File: src/rtl/gpu_pkg.sv
// Shared types for the GPU command dispatcher: controller states and the
// reserved opcode values.
package gpu_pkg;

  typedef enum logic [2:0] {
    ST_IDLE   = 3'd0,
    ST_POP    = 3'd1,
    ST_LATCH  = 3'd2,
    ST_DECODE = 3'd3,
    ST_ISSUE  = 3'd4,
    ST_WAIT   = 3'd5,
    ST_FLUSH  = 3'd6
  } state_e;

  // Reserved opcodes for the default 4-bit opcode; the dispatcher widens them
  // by replicating the bit pattern (all-zeros / all-ones).
  localparam logic [3:0] OP_NOP   = 4'h0;
  localparam logic [3:0] OP_FLUSH = 4'hF;

endpackage

File: src/rtl/gpu_timeout_counter.sv
// Cycle counter bounding how long the dispatcher waits on a draw unit;
// expired fires during the TIMEOUT_CYCLES-th enabled cycle after a clear.
module gpu_timeout_counter #(
  parameter int TIMEOUT_CYCLES = 65535
) (
  input  logic clk,
  input  logic n_rst,
  input  logic clear,
  input  logic enable,
  output logic expired
);

  localparam int CNT_W = $clog2(TIMEOUT_CYCLES + 1);
  localparam logic [CNT_W-1:0] LAST = CNT_W'(TIMEOUT_CYCLES - 1);

  logic [CNT_W-1:0] r_count;

  // counts enabled cycles since the last clear
  always_ff @(posedge clk or negedge n_rst) begin
    if (!n_rst) begin
      r_count <= '0;
    end else if (clear) begin
      r_count <= '0;
    end else if (enable) begin
      r_count <= r_count + CNT_W'(1);
    end else begin
      r_count <= r_count;
    end
  end

  assign expired = enable && (r_count == LAST);

endmodule

File: src/rtl/gpu_cmd_dispatcher.sv
// Pops commands from the command FIFO, latches their operands and hands each
// one to a draw unit, a frame flush, or retires it directly (NOP / illegal).
module gpu_cmd_dispatcher
  import gpu_pkg::*;
#(
  parameter int WIDTH_BITS     = 9,
  parameter int HEIGHT_BITS    = 8,
  parameter int CHANNEL_BITS   = 8,
  parameter int OPCODE_BITS    = 4,
  parameter int NUM_UNITS      = 4,
  parameter int TIMEOUT_CYCLES = 65535
) (
  input  logic                    clk,
  input  logic                    n_rst,
  input  logic [OPCODE_BITS-1:0]  opcode_i,
  input  logic [WIDTH_BITS-1:0]   x1_i,
  input  logic [WIDTH_BITS-1:0]   x2_i,
  input  logic [WIDTH_BITS-1:0]   rad_i,
  input  logic [HEIGHT_BITS-1:0]  y1_i,
  input  logic [HEIGHT_BITS-1:0]  y2_i,
  input  logic [2:0]              oct_i,
  input  logic [CHANNEL_BITS-1:0] r_i,
  input  logic [CHANNEL_BITS-1:0] g_i,
  input  logic [CHANNEL_BITS-1:0] b_i,
  input  logic                    fifo_empty_i,
  input  logic [NUM_UNITS-1:0]    finished_i,
  input  logic                    flush_ack_i,
  input  logic                    clear_err_i,
  output logic                    pop_o,
  output logic [WIDTH_BITS-1:0]   x1_o,
  output logic [WIDTH_BITS-1:0]   x2_o,
  output logic [WIDTH_BITS-1:0]   rad_o,
  output logic [HEIGHT_BITS-1:0]  y1_o,
  output logic [HEIGHT_BITS-1:0]  y2_o,
  output logic [2:0]              oct_o,
  output logic [CHANNEL_BITS-1:0] r_o,
  output logic [CHANNEL_BITS-1:0] g_o,
  output logic [CHANNEL_BITS-1:0] b_o,
  output logic [NUM_UNITS-1:0]    run_o,
  output logic                    flush_frame_o,
  output logic                    busy_o,
  output logic                    done_o,
  output logic                    err_illegal_o,
  output logic                    err_timeout_o
);

  localparam logic [OPCODE_BITS-1:0] L_OP_NOP   = {OPCODE_BITS{OP_NOP[0]}};
  localparam logic [OPCODE_BITS-1:0] L_OP_FLUSH = {OPCODE_BITS{OP_FLUSH[0]}};

  state_e                  r_state, w_next;
  logic [OPCODE_BITS-1:0]  r_opcode;
  logic [WIDTH_BITS-1:0]   r_x1, r_x2, r_rad;
  logic [HEIGHT_BITS-1:0]  r_y1, r_y2;
  logic [2:0]              r_oct;
  logic [CHANNEL_BITS-1:0] r_r, r_g, r_b;
  logic [NUM_UNITS-1:0]    r_sel_oh, w_dec_oh, r_run;
  logic                    r_pop, r_flush, r_busy, r_done, r_err_ill, r_err_to;
  logic                    w_done, w_set_ill, w_set_to, w_cnt_clr, w_cnt_en;
  logic                    w_hit, w_expired;

  gpu_timeout_counter #(.TIMEOUT_CYCLES(TIMEOUT_CYCLES)) u_timeout (
    .clk     (clk),
    .n_rst   (n_rst),
    .clear   (w_cnt_clr),
    .enable  (w_cnt_en),
    .expired (w_expired)
  );

  // opcode k in 1..NUM_UNITS selects unit k-1
  always_comb begin
    w_dec_oh = '0;
    for (int i = 0; i < NUM_UNITS; i++) begin
      w_dec_oh[i] = (r_opcode == OPCODE_BITS'(i + 1));
    end
  end

  assign w_hit = |(finished_i & r_sel_oh);

  // next-state and command-retire decisions
  always_comb begin
    w_next    = r_state;
    w_done    = 1'b0;
    w_set_ill = 1'b0;
    w_set_to  = 1'b0;
    w_cnt_clr = 1'b0;
    w_cnt_en  = 1'b0;
    case (r_state)
      ST_IDLE: begin
        if (!fifo_empty_i) w_next = ST_POP;
        else               w_next = ST_IDLE;
      end
      ST_POP:   w_next = ST_LATCH;
      ST_LATCH: w_next = ST_DECODE;
      ST_DECODE: begin
        if (r_opcode == L_OP_NOP) begin
          w_done = 1'b1;
          w_next = ST_IDLE;
        end else if (r_opcode == L_OP_FLUSH) begin
          w_next = ST_FLUSH;
        end else if (|w_dec_oh) begin
          w_next = ST_ISSUE;
        end else begin
          w_set_ill = 1'b1;
          w_done    = 1'b1;
          w_next    = ST_IDLE;
        end
      end
      ST_ISSUE: begin
        w_cnt_clr = 1'b1;
        w_next    = ST_WAIT;
      end
      ST_WAIT: begin
        w_cnt_en = 1'b1;
        // a completion in the final cycle beats the timeout
        if (w_hit) begin
          w_done = 1'b1;
          w_next = ST_IDLE;
        end else if (w_expired) begin
          w_set_to = 1'b1;
          w_done   = 1'b1;
          w_next   = ST_IDLE;
        end else begin
          w_next = ST_WAIT;
        end
      end
      ST_FLUSH: begin
        if (flush_ack_i) begin
          w_done = 1'b1;
          w_next = ST_IDLE;
        end else begin
          w_next = ST_FLUSH;
        end
      end
      default: w_next = ST_IDLE;
    endcase
  end

  // state register, registered outputs and sticky error flags
  always_ff @(posedge clk or negedge n_rst) begin
    if (!n_rst) begin
      r_state   <= ST_IDLE;
      r_sel_oh  <= '0;
      r_pop     <= 1'b0;
      r_run     <= '0;
      r_flush   <= 1'b0;
      r_busy    <= 1'b0;
      r_done    <= 1'b0;
      r_err_ill <= 1'b0;
      r_err_to  <= 1'b0;
    end else begin
      r_state   <= w_next;
      r_sel_oh  <= (r_state == ST_DECODE) ? w_dec_oh : r_sel_oh;
      r_pop     <= (w_next == ST_POP);
      r_run     <= (w_next == ST_ISSUE) ? w_dec_oh : '0;
      r_flush   <= (w_next == ST_FLUSH);
      r_busy    <= (w_next != ST_IDLE);
      r_done    <= w_done;
      r_err_ill <= w_set_ill | (r_err_ill & ~clear_err_i);
      r_err_to  <= w_set_to  | (r_err_to  & ~clear_err_i);
    end
  end

  // command capture: FIFO read data is valid while in LATCH
  always_ff @(posedge clk or negedge n_rst) begin
    if (!n_rst) begin
      r_opcode <= '0;
      r_x1 <= '0; r_x2 <= '0; r_rad <= '0;
      r_y1 <= '0; r_y2 <= '0; r_oct <= '0;
      r_r  <= '0; r_g  <= '0; r_b   <= '0;
    end else if (r_state == ST_LATCH) begin
      r_opcode <= opcode_i;
      r_x1 <= x1_i; r_x2 <= x2_i; r_rad <= rad_i;
      r_y1 <= y1_i; r_y2 <= y2_i; r_oct <= oct_i;
      r_r  <= r_i;  r_g  <= g_i;  r_b   <= b_i;
    end else begin
      r_opcode <= r_opcode;
      r_x1 <= r_x1; r_x2 <= r_x2; r_rad <= r_rad;
      r_y1 <= r_y1; r_y2 <= r_y2; r_oct <= r_oct;
      r_r  <= r_r;  r_g  <= r_g;  r_b   <= r_b;
    end
  end

  assign pop_o         = r_pop;
  assign run_o         = r_run;
  assign flush_frame_o = r_flush;
  assign busy_o        = r_busy;
  assign done_o        = r_done;
  assign err_illegal_o = r_err_ill;
  assign err_timeout_o = r_err_to;
  assign x1_o  = r_x1;  assign x2_o = r_x2;  assign rad_o = r_rad;
  assign y1_o  = r_y1;  assign y2_o = r_y2;  assign oct_o = r_oct;
  assign r_o   = r_r;   assign g_o  = r_g;   assign b_o   = r_b;

endmodule

File: config.mk
export PLATFORM = sky130hd
export DESIGN_NAME = gpu_cmd_dispatcher
export DESIGN_NICKNAME = d
export VERILOG_FILES = /design/src/rtl/gpu_pkg.sv /design/src/rtl/gpu_timeout_counter.sv /design/src/rtl/gpu_cmd_dispatcher.sv
export SDC_FILE = /design/constraint.sdc
export NUM_CORES = 1
export LEC_CHECK = 0
export CORE_MARGIN = 8
export CORE_UTILIZATION = 45
export DETAILED_ROUTE_END_ITERATION = 8
export GPL_TIMING_DRIVEN = 1
export PLACE_DENSITY = 0.86
export SLEW_MARGIN = 10
export SYNTH_ARGS = -nofsm -noshare
export SYNTH_HDL_FRONTEND = slang
export SYNTH_SLANG_ARGS = --single-unit
File: constraint.sdc
create_clock -name clk -period 5.6 [get_ports clk]
set_clock_uncertainty 0.1 [all_clocks]
set_input_delay 0.84 -clock clk [delete_from_list [all_inputs] [get_ports clk]]
set_output_delay 0.84 -clock clk [all_outputs]
set_load 0.02 [all_outputs]
==> metrics.csv <==
stage,metric,value,unit
placement,DP Area,6168,um^2
outcome,status,completed,
power_and_ir_drop,Gate power share,49.7,%
critical_path,"Slowest-stage cell, CP",dfrtp_1,
critical_path,Worst setup EP type,flop,
floorplanning,placement row count,36,
placement,Setup WS pre-CTS,3005,ps
clock_tree,Skew-Pair Late Insertion Delay,370,ps
floorplanning,die height,115.3,um
detailed_routing,drt total wl,11.37,mm
synthesis,leading area contributor after synthesis,dfrtp_1,
clock_tree,CTS resizes,0,
finish,share of post-route cells with drive strength above 1,20.88,%
synthesis,post-synthesis simple-gate area fraction,10.47,%
critical_path,flop-to-flop setup slack,3150,ps
detailed_routing,DRT Pass-1 Iters,4,
synthesis,Mapped Area,4436,um^2
power_and_ir_drop,Sequential Power Share,36.3,%
sta,final setup fails,0,
synthesis,Post-Synth Adder-Cell Area,0.5642,%
synthesis,Commonest cells post-synth,"107 x dfrtp_1, 75 x mux2_2, 25 x nand2_1, 16 x nor2_1",
critical_path,worst path cell trace,"nand2_2, nor4_4, o21ai_0, o41ai_2",
global_route,All-Layer GR Usage,17.32,%
synthesis,most common flop cell mapped by yosys,dfrtp_1,
synthesis,mean post-synth cell area,13.28,um^2
sta,slew margin rel.,50.86,%
global_route,largest net degree at the start of global routing,55,
finish,Sequential Area,2678,um^2
clock_tree,Clock Sinks,107,
sta,final hold slack,403.3,ps
floorplanning,die area,13290,um^2
global_route,first-pass GRT wire length,17.76,mm
critical_path,peak fanout along the critical path,25,
synthesis,Compound-Gate Fraction of Synth Area,6.093,%
synthesis,synth top area cells,"dfrtp_1 60%, mux2_2 19%, nand2_1 2.1%",
critical_path,worst r2r dst,r_sel_oh[1],
detailed_routing,drt via density,5.200,
power_and_ir_drop,VDD IR max,0.3366,mV
detailed_routing,# DRC,0,
synthesis,sequential element share of the synthesized area,60.37,%
sta,worst setup margin,3148,ps
worst_hold_path,Worst Hold Class,reg -> reg,
clock_tree,Max clock buf depth,2,
synthesis,Yosys Warn Count,0,
synthesis,Mapped Cells,334,
worst_hold_path,Hold Crit Depth,1,
power_and_ir_drop,Power Internal,2.288,mW
global_route,Congestion Overflow GR,0,
sta,Tcrit/Tclk final,43.78,%
power_and_ir_drop,leakage,2.639,nW
synthesis,Post-synth EDFFs,0,
synthesis,mux cell area share after synthesis,19.04,%
critical_path,reg2reg start,r_state[0],
clock_tree,CTS Buf Count,9,
power_and_ir_drop,P per Cell Area,567.7,nW/um^2
sta,Final Hold Fails,0,
floorplanning,Initial Utilization,45.80,%
global_route,initial antenna violation count,0,
detailed_routing,post-DR wirelength/cell,18.02,um
critical_path,worst endpoint data arrival time,2600,ps
finish,"non-filler cells, final",631,
finish,diode count,0,
flow_run,number of max-cap violations,0,
clock_tree,clock slew at reported path FFs,90,ps
clock_tree,H-Tree Depth,3,
synthesis,Syn Nets,419,
synthesis,Netlist cell types,47,
placement,detailed placement HPWL,8.588,mm
placement,placed cells,616,
critical_path,Crit Path Category,reg -> reg,
finish,multi-input logic area,1653,um^2
power_and_ir_drop,Clock Power Share,14.0,%
synthesis,post-synthesis async set-or-reset flop share,100.0,%
detailed_routing,drt initial violations,142,
synthesis,synthesized flop and latch total,107,
sta,RSZ-0062 raised after global routing,no,
synthesis,most instantiated library cell after synthesis,dfrtp_1,
clock_tree,Root Buffer,clkbuf_8,
sta,Worst Max-Slew Pin Slew,737.0,ps
critical_path,Critical Path RT,5750,ps
floorplanning,Ports,163,
placement,Port-buffer cells,162,
finish,Layout Nets,579,
clock_tree,CTS tree,built,
finish,Area growth syn-to-layout,43.75,%
sta,setup TNS,0,ps
sta,"Min Clock Period, post-route",2452,ps
sta,"Slew Viols, Final",0,
power_and_ir_drop,Switch Pwr,1.331,mW
floorplanning,Core Area,9684,um^2
floorplanning,Die X,115.3,um
worst_hold_path,hold path start,err_timeout_o,
power_and_ir_drop,Sw Share,36.78,%
critical_path,r2r worst-path depth,4,
critical_path,Critical Path Max Stage Delay,830,ps
finish,Filler cells,722,
synthesis,Synth top area share,60.37,%
clock_tree,post-CTS setup buffers,0,
synthesis,xor/xnor share of the synthesized area,0.9873,%
synthesis,combinational family with the most area after synthesis,multiplexers,
global_route,vias in the first global route,3477,
detailed_routing,via count,3281,
clock_tree,"Hold-fix buffers, CTS",0,
detailed_routing,Routed Antenna Nets,0,
placement,routability congestion estimate from global placement,0.8165,
worst_hold_path,hold path endpoint,err_timeout_o,
critical_path,crit path launch type,flop,
sta,FMAX,407.8,MHz
finish,post-route cell area,6376,um^2
[layout by cell type, fill, tap and decap left out, types with 2 or more instances in the layout]
master / count
dfrtp_1: 107
a22o_1: 3
o31ai_1: 4
o21ai_0: 11
and4_1: 2
nor2_1: 16
nand3_1: 11
ha_1: 2
o211ai_1: 3
a21oi_1: 2
o2bb2ai_1: 2
clkbuf_1: 2
a21o_1: 2
nor4_1: 2
nor3_1: 5
clkdlybuf4s50_1: 161
xnor2_1: 4
a22oi_1: 2
nand2_1: 25
nor2b_1: 2
or3b_2: 2
clkbuf_8: 9
bufinv_16: 2
mux2_2: 75
or4_1: 2
nand2b_1: 2
nand4_1: 4
inv_1: 8
buf_4: 4
[critical path: cells and delay by family, from the launching register on]
kind / cells / cell delay [ps]
AOI/OAI and AO/OA: 2 / 630
DFF: 1 / 830
and+or+nand+nor: 2 / 770
[power by group through the flow]
stage	Clock (mW)	Sequential, mW	Combinational, mW
floorplan	0	1.60	0.735
global placement	0	1.30	1.77
detailed placement	0	1.33	1.81
CTS	0.515	1.32	1.82
global route	0.544	1.36	1.91
finish	0.505	1.31	1.80
[layer usage]
metal,vias to the layer above,track usage [%],share of wire [%]
li1,1508,-,-
met5,-,0,0
met4,0,8.757,3.1
met1,1612,18.32,37
met3,29,7.511,9.5
met2,132,28.96,50
[final cells by class]
cell class                 instances  area share, %
tap                              133          2.610
inverter                           8         0.4710
timing repair buffer             165          25.75
sequential                       107          41.99
multi-input combinational        203          25.92
clock inverter                     4          1.197
clock buffer                      11          2.060
[stage by stage]
| step | power, mW | util, % |
|---|---|---|
| final | 3.619 | 65.84 |
| after global routing | 3.815 | 65.84 |
| after detailed placement | 3.143 | 63.70 |
| after CTS | 3.654 | 65.84 |
| after global placement | 3.070 | 63.70 |
| after floorplan | 2.335 | - |
[cells by family (layout without fill, tap and decap cells)]
family,count (synthesis),after routing
buf+inv,24,188
simple gates,85,85
flops,107,107
mux,75,75
compound gates,36,36
xor+xnor,5,5
fa+ha+maj,2,2
[sequential cells by signal, indices dropped and copies added, names as in the netlist]
register	flops
oct_o	3
b_o	8
run_o	4
x2_o	9
done_o	1
err_illegal_o	1
r_state	3
y2_o	8
u_timeout.r_count	16
r_opcode	4
r_o	8
r_sel_oh	4
flush_frame_o	1
g_o	8
pop_o	1
err_timeout_o	1
y1_o	8
x1_o	9
rad_o	9
busy_o	1
[worst max path at each step]
stage / startpoint / cells past startpoint / slack [ps] / endpoint
2_1_floorplan: r_opcode[0] / 6 / 3640 / r_sel_oh[1]
3_5_place_dp: finished_i[2] / 6 / 3010 / r_sel_oh[1]
6_report: r_state[0] / 4 / 3150 / r_sel_oh[1]
4_1_cts: r_state[0] / 4 / 3190 / r_sel_oh[1]
5_1_grt: r_state[0] / 4 / 2970 / r_sel_oh[1]
3_3_place_gp: finished_i[0] / 6 / 3110 / run_o[2]
Note: power is estimated with default switching activity, not from simulation.
